File: config.mk
export PLATFORM = sky130hd
export DESIGN_NAME = fetch_unit
export DESIGN_NICKNAME = d
export VERILOG_FILES = /design/src/rtl/fetch_unit_pkg.sv /design/src/rtl/fetch_skid.sv /design/src/rtl/fetch_unit.sv
export SDC_FILE = /design/constraint.sdc
export NUM_CORES = 1
export LEC_CHECK = 0
export ABC_AREA = 1
export ABC_CLOCK_PERIOD_IN_PS = 24700
export BUFFER_PORTS_ARGS = -buffer_cell sky130_fd_sc_hd__buf_2
export CELL_PAD_IN_SITES_DETAIL_PLACEMENT = 0
export CELL_PAD_IN_SITES_GLOBAL_PLACEMENT = 2
export CORE_ASPECT_RATIO = 2
export CORE_MARGIN = 3
export CORE_UTILIZATION = 35
export CTS_CLUSTER_DIAMETER = 60
export CTS_CLUSTER_SIZE = 10
export DETAILED_ROUTE_END_ITERATION = 8
export GPL_TIMING_DRIVEN = 1
export PLACE_DENSITY_LB_ADDON = 0.3
export SLEW_MARGIN = 20
export SYNTH_ARGS = -nofsm -noshare
export SYNTH_HDL_FRONTEND = slang
export SYNTH_SLANG_ARGS = --single-unit
File: constraint.sdc
create_clock -name clk -period 24.7 [get_ports clk]
set_clock_uncertainty 0.2 [all_clocks]
set_input_delay 0 -clock clk [delete_from_list [all_inputs] [get_ports clk]]
set_output_delay 0 -clock clk [all_outputs]
set_load 0.05 [all_outputs]
File: src/rtl/fetch_unit_pkg.sv
// rtl/fetch_unit_pkg.sv - shared widths, constants, FSM states and entry type for the fetch stage
package fetch_unit_pkg;

    localparam int InstAddrBus = 32;
    localparam int InstBus     = 32;

    localparam logic [InstBus-1:0] ZeroWord = 32'h0000_0000;
    localparam logic True  = 1'b1;
    localparam logic False = 1'b0;

    localparam logic [1:0] FETCH = 2'd0;
    localparam logic [1:0] WAIT  = 2'd1;
    localparam logic [1:0] HOLD  = 2'd2;
    localparam logic [1:0] DROP  = 2'd3;

    // One fetched instruction as handed across the IF/ID boundary
    typedef struct packed {
        logic [InstAddrBus-1:0] pc;
        logic [InstBus-1:0]     inst;
        logic                   taken;
        logic [InstAddrBus-1:0] dest;
    } fetch_entry_t;

    localparam fetch_entry_t EMPTY_ENTRY = '{pc: ZeroWord, inst: ZeroWord, taken: False, dest: ZeroWord};

endpackage

File: src/rtl/fetch_skid.sv
// rtl/fetch_skid.sv - one-entry holding register with load, consume and flush
module fetch_skid
    import fetch_unit_pkg::*;
(
    input  logic         clk,
    input  logic         rst,
    input  logic         load_i,
    input  logic         consume_i,
    input  logic         flush_i,
    input  fetch_entry_t entry_i,
    output logic         valid_o,
    output fetch_entry_t entry_o
);

    logic         valid_q;
    fetch_entry_t entry_q;

    // Flush wins over load so a redirect never leaves a stale instruction parked here
    always_ff @(posedge clk or posedge rst) begin
        if (rst) begin
            valid_q <= False;
            entry_q <= EMPTY_ENTRY;
        end else begin
            if (flush_i) begin
                valid_q <= False;
            end else if (load_i) begin
                valid_q <= True;
            end else if (consume_i) begin
                valid_q <= False;
            end
            if (load_i && !flush_i) begin
                entry_q <= entry_i;
            end
        end
    end

    assign valid_o = valid_q;
    assign entry_o = entry_q;

endmodule

File: src/rtl/fetch_unit.sv
// rtl/fetch_unit.sv - fetch PC owner, single-outstanding instruction fetch with skid-buffered IF/ID output
module fetch_unit
    import fetch_unit_pkg::*;
#(
    parameter logic [InstAddrBus-1:0] RESET_PC = 32'h0000_0000
) (
    input  logic                   clk,
    input  logic                   rst,
    output logic [InstAddrBus-1:0] pc_if,
    input  logic                   je,
    input  logic [InstAddrBus-1:0] jdest,
    output logic                   req_valid,
    output logic [InstAddrBus-1:0] req_addr,
    input  logic                   req_ready,
    input  logic                   resp_valid,
    input  logic [InstBus-1:0]     resp_inst,
    input  logic                   ex_redirect,
    input  logic [InstAddrBus-1:0] ex_redirect_pc,
    input  logic                   id_stall,
    output logic                   if_valid,
    output logic [InstAddrBus-1:0] if_pc,
    output logic [InstBus-1:0]     if_inst,
    output logic                   if_pred_taken,
    output logic [InstAddrBus-1:0] if_pred_dest
);

    logic [1:0]             state_q, state_d;
    logic [InstAddrBus-1:0] pc_q, pc_d;
    logic [InstAddrBus-1:0] pend_pc_q, pend_dest_q;
    logic                   pend_taken_q;
    logic                   out_valid_q, out_valid_d;
    fetch_entry_t           out_entry_q, out_entry_d;

    logic [InstAddrBus-1:0] next_pc;
    logic                   handshake;
    logic                   consume;
    logic                   pend_load;
    fetch_entry_t           resp_entry;
    logic                   skid_load, skid_consume, skid_flush, skid_valid;
    fetch_entry_t           skid_entry;

    assign next_pc    = je ? jdest : pc_q + 32'd4;
    assign req_valid  = (state_q == FETCH) && !ex_redirect;
    assign req_addr   = pc_q;
    assign pc_if      = pc_q;
    assign handshake  = req_valid && req_ready;
    assign consume    = out_valid_q && !id_stall;
    assign pend_load  = handshake;
    assign resp_entry = '{pc: pend_pc_q, inst: resp_inst, taken: pend_taken_q, dest: pend_dest_q};

    // Next-state: redirect overrides everything; otherwise walk FETCH -> WAIT -> (HOLD) -> FETCH
    always_comb begin
        state_d      = state_q;
        pc_d         = pc_q;
        out_valid_d  = out_valid_q && !consume;
        out_entry_d  = out_entry_q;
        skid_load    = False;
        skid_consume = False;
        skid_flush   = False;
        if (ex_redirect) begin
            pc_d        = ex_redirect_pc;
            out_valid_d = False;
            skid_flush  = True;
            case (state_q)
                WAIT:    state_d = resp_valid ? FETCH : DROP;
                DROP:    state_d = resp_valid ? FETCH : DROP;
                default: state_d = FETCH;
            endcase
        end else begin
            case (state_q)
                FETCH: begin
                    if (handshake) begin
                        pc_d    = next_pc;
                        state_d = WAIT;
                    end
                end
                WAIT: begin
                    if (resp_valid) begin
                        if (!out_valid_q || !id_stall) begin
                            out_valid_d = True;
                            out_entry_d = resp_entry;
                            state_d     = FETCH;
                        end else begin
                            skid_load = True;
                            state_d   = HOLD;
                        end
                    end
                end
                HOLD: begin
                    if (consume) begin
                        out_valid_d  = skid_valid;
                        out_entry_d  = skid_entry;
                        skid_consume = True;
                        state_d      = FETCH;
                    end
                end
                default: begin
                    if (resp_valid) begin
                        state_d = FETCH;
                    end
                end
            endcase
        end
    end

    // FSM, fetch PC and IF/ID output register
    always_ff @(posedge clk or posedge rst) begin
        if (rst) begin
            state_q     <= FETCH;
            pc_q        <= RESET_PC;
            out_valid_q <= False;
            out_entry_q <= EMPTY_ENTRY;
        end else begin
            state_q     <= state_d;
            pc_q        <= pc_d;
            out_valid_q <= out_valid_d;
            out_entry_q <= out_entry_d;
        end
    end

    // Capture the request's PC and prediction so the response can be tagged with them
    always_ff @(posedge clk or posedge rst) begin
        if (rst) begin
            pend_pc_q    <= ZeroWord;
            pend_taken_q <= False;
            pend_dest_q  <= ZeroWord;
        end else if (pend_load) begin
            pend_pc_q    <= pc_q;
            pend_taken_q <= je;
            pend_dest_q  <= next_pc;
        end
    end

    fetch_skid u_skid (
        .clk       (clk),
        .rst       (rst),
        .load_i    (skid_load),
        .consume_i (skid_consume),
        .flush_i   (skid_flush),
        .entry_i   (resp_entry),
        .valid_o   (skid_valid),
        .entry_o   (skid_entry)
    );

    assign if_valid      = out_valid_q;
    assign if_pc         = out_entry_q.pc;
    assign if_inst       = out_entry_q.inst;
    assign if_pred_taken = out_entry_q.taken;
    assign if_pred_dest  = out_entry_q.dest;

endmodule
==> run metrics <==
top cell type's share of synthesized area=53.3%; Total Neg Setup Slack=0 ns; # DRC=0; GRT Resource Usage Total=20.6%; P_int=1.16 mW; Filler cells=3923; required time of the critical path=24.95 ns; CTS tree=built; Layout area overhead=28.2%; drt wl/cell=16.6 um; TritonCTS buffer count=35; Fin Hold WS=-0.0414 ns; cell mode on critical path=dlygate4sd3_1; routed wire length=43.4 mm; initial antenna violation count=0; P_sw=0.956 mW; Setup Viol. Count Final=0; clk buf depth=3; failing checks=hold timing; Die H=287 um; Worst Setup Start Kind=flip-flop; Overflow after GRT=0; Layout Nets=2200; count of cell types in the netlist=29; Reg clk slew, reported paths=0.06 ns; Critical Path End Type=flip-flop; Root Driver=clkbuf_16; largest net degree at the start of global routing=181; critical path cell sequence=inv_1 > ha_1 > nand2_1 > nor2_4 > buf_4 > nand3_1 > dlygate4sd3_1 > o211ai_1 > dlygate4sd3_1; worst hold path class=primary input to async pin; Core Region=38900 um^2; post-route minimum period=3.73 ns; layout cell share with drive strength beyond 1=15.6%; Sequential cell area=7380 um^2; max_slew headroom=30.7%; Sequential Power Share=36.8%; largest cells by area after synthesis=dfrtp_1 53%, nand2_1 14%, o21ai_0 12%, inv_1 6.9%, buf_4 2.0%; multi-input logic area=4830 um^2; end-of-flow core utilization=45.6%; reg2reg path depth=9; reg2reg end=pend_dest_q[11]$_DFFE_PP0P_; Combinational Power Share=41.1%; remaining antenna violation count=0; Seq/Total Area, Yosys=53.3%; die span in x=147 um; max incr delay on CP=0.79 ns; slowest CP cell=buf_4; max_cap viols=0; most common cell after layout, fill and taps aside=nand2_1; Avg Cell Area, Syn=7.92 um^2; Syn Inst Count=1749; clk_lat worst skew=0.52 ns; Placer Congestion=0.841; Clock power frac=22.1%; #FFs+latches synth=295; commonest non-fill, non-tap cells in the layout=532 x nand2_1, 340 x o21ai_0, 295 x dfrtp_1; Worst Path Max Fanout=103; final worst-path cycle share=15.1%; peak supply drop=0.0542 mV; H-tree depth=2; sw frac=45.2%; Synthesized Nets=1858; R2R Path Start=state_q[0]$_DFFE_PP0P_; placed insts=2420; hpwl dp=29.0 mm; Cell Count, Final, Fillers Out=2613; leak pwr=8.65 nW; Tot Pwr=2.12 mW; yosys warns=0; flop2flop setup slack=20.97 ns; Layout Cell Area excl Fill=17800 um^2; status=finished with violations; Worst Setup Path Type=flip-flop to flip-flop; DRT iter0 DRCs=699; Cell Area, Placed=15200 um^2; Worst Max-Slew Pin Slew=1.04 ns; row cnt=102; TritonRoute pass-1 iters=6; fmax=268 MHz; IO Pins=266; die area=42100 um^2; first-pass GRT wire length=68.4 mm; vias per cell=4.69; Hold Fails Final Rpt=9; unrepaired setup endpoints after global routing=no; pwr dens=119 nW/um^2; port bufs=265; largest area contributor in the netlist=dfrtp_1; Pins Over Slew Limit=0; CTS sink cnt=295; crit path DAT=3.98 ns; vias in the first global route=12200; ANT cells=0; vias=12300; synthesized cell area=13900 um^2; Starting Density=35.6%
==> power groups by stage <==
stage / logic, mW / clock network (mW) / registers (mW)
3_3_place_gp: 0.838 / 0 / 0.785
3_5_place_dp: 0.846 / 0 / 0.790
5_1_grt: 0.957 / 0.503 / 0.801
2_1_floorplan: 0.373 / 0 / 1.04
6_report: 0.870 / 0.467 / 0.778
4_1_cts: 0.885 / 0.484 / 0.782
==> worst max-delay path by stage <==
stage / startpoint / endpoint / slack (ns)
floorplan: rst / if_inst[0]$_DFFE_PP0P_ / 16.35
global placement: state_q[0]$_DFFE_PP0P_ / state_q[0]$_DFFE_PP0P_ / 21.43
detailed placement: state_q[0]$_DFFE_PP0P_ / state_q[1]$_DFFE_PP0P_ / 21.27
CTS: state_q[0]$_DFFE_PP0P_ / pend_dest_q[11]$_DFFE_PP0P_ / 20.95
global route: state_q[0]$_DFFE_PP0P_ / pend_dest_q[11]$_DFFE_PP0P_ / 20.73
finish: state_q[0]$_DFFE_PP0P_ / pend_dest_q[11]$_DFFE_PP0P_ / 20.97
==> metrics by stage <==
step           hold WS, ns  setup WS, ns
6_report           -0.0414         20.97
5_1_grt             0.0803         20.73
4_1_cts            0.00944         20.95
3_5_place_dp        0.0453         21.27
3_3_place_gp        0.0264         21.43
2_1_floorplan      -0.0671         16.35
==> Yosys cell counts, drive strengths merged <==
master and n:
nand2 533, o21ai 368, dfrtp 295, inv 257
buf 79, nor2 73, nand3 55, clkbuf 42
o211ai 20, o21a 8, ha 6, nand4 3
a21oi 2, xnor2 2, a221oi 1, and2 1
clkinv 1, nor4 1, o2111ai 1, or2 1
==> per-layer routing <==
metal / vias up / track usage, % / routed length [um]
li1: 6084 / - / -
met1: 5702 / 24.8 / 17400
met2: 392 / 36.4 / 21900
met3: 81 / 3.06 / 2240
met4: 0 / 8.60 / 1860
met5: - / 0 / 0
==> flip-flops by register name, indices dropped and copies added (netlist names) <==
signal	count
if_inst	32
if_pred_dest	32
if_valid	1
pend_taken_q	1
pend_pc_q	32
u_skid.valid_o	1
if_pc	32
pend_dest_q	32
if_pred_taken	1
pc_if	32
state_q	2
u_skid.entry_o	97
==> kinds of logic (layout without fill, tap and decap cells) <==
kind of cell             Yosys count  count (layout)  share of synthesized area (%)
AO/OA/AOI/OAI                    400             400                           15.0
XOR/XNOR                           2               2                          0.126
adder cells (fa/ha/maj)            6               6                          0.542
buffers and inverters            379             723                           12.0
flip-flops                       295             295                           53.3
AND/OR/NAND/NOR                  667             667                           19.0
==> worst max-delay path: cells and delay by family (launching register included) <==
kind,cells,cell delay [ns]
buf+inv,4,2.21
simple gates,3,0.52
flops,1,0.40
fa+ha+maj,1,0.21
compound gates,1,0.09
==> cell type report <==
| class | count | share of cell area, % |
|---|---|---|
| Sequential cell | 295 | 41.6 |
| Multi-Input combinational cell | 1075 | 27.2 |
| Clock inverter | 1 | 0.169 |
| Timing Repair Buffer | 426 | 16.6 |
| Inverter | 258 | 5.50 |
| Tap cell | 520 | 3.66 |
| Clock buffer | 38 | 5.24 |
==> timing repair <==
action                                  4_1_cts  5_1_grt
endpoints found under the hold margin       250        0
setup buffers                                 0        0
endpoints found under the setup margin        0        0
gates resized for setup                       0        0
hold buffers                                153        0
Note: power is estimated with default switching activity, not from simulation.
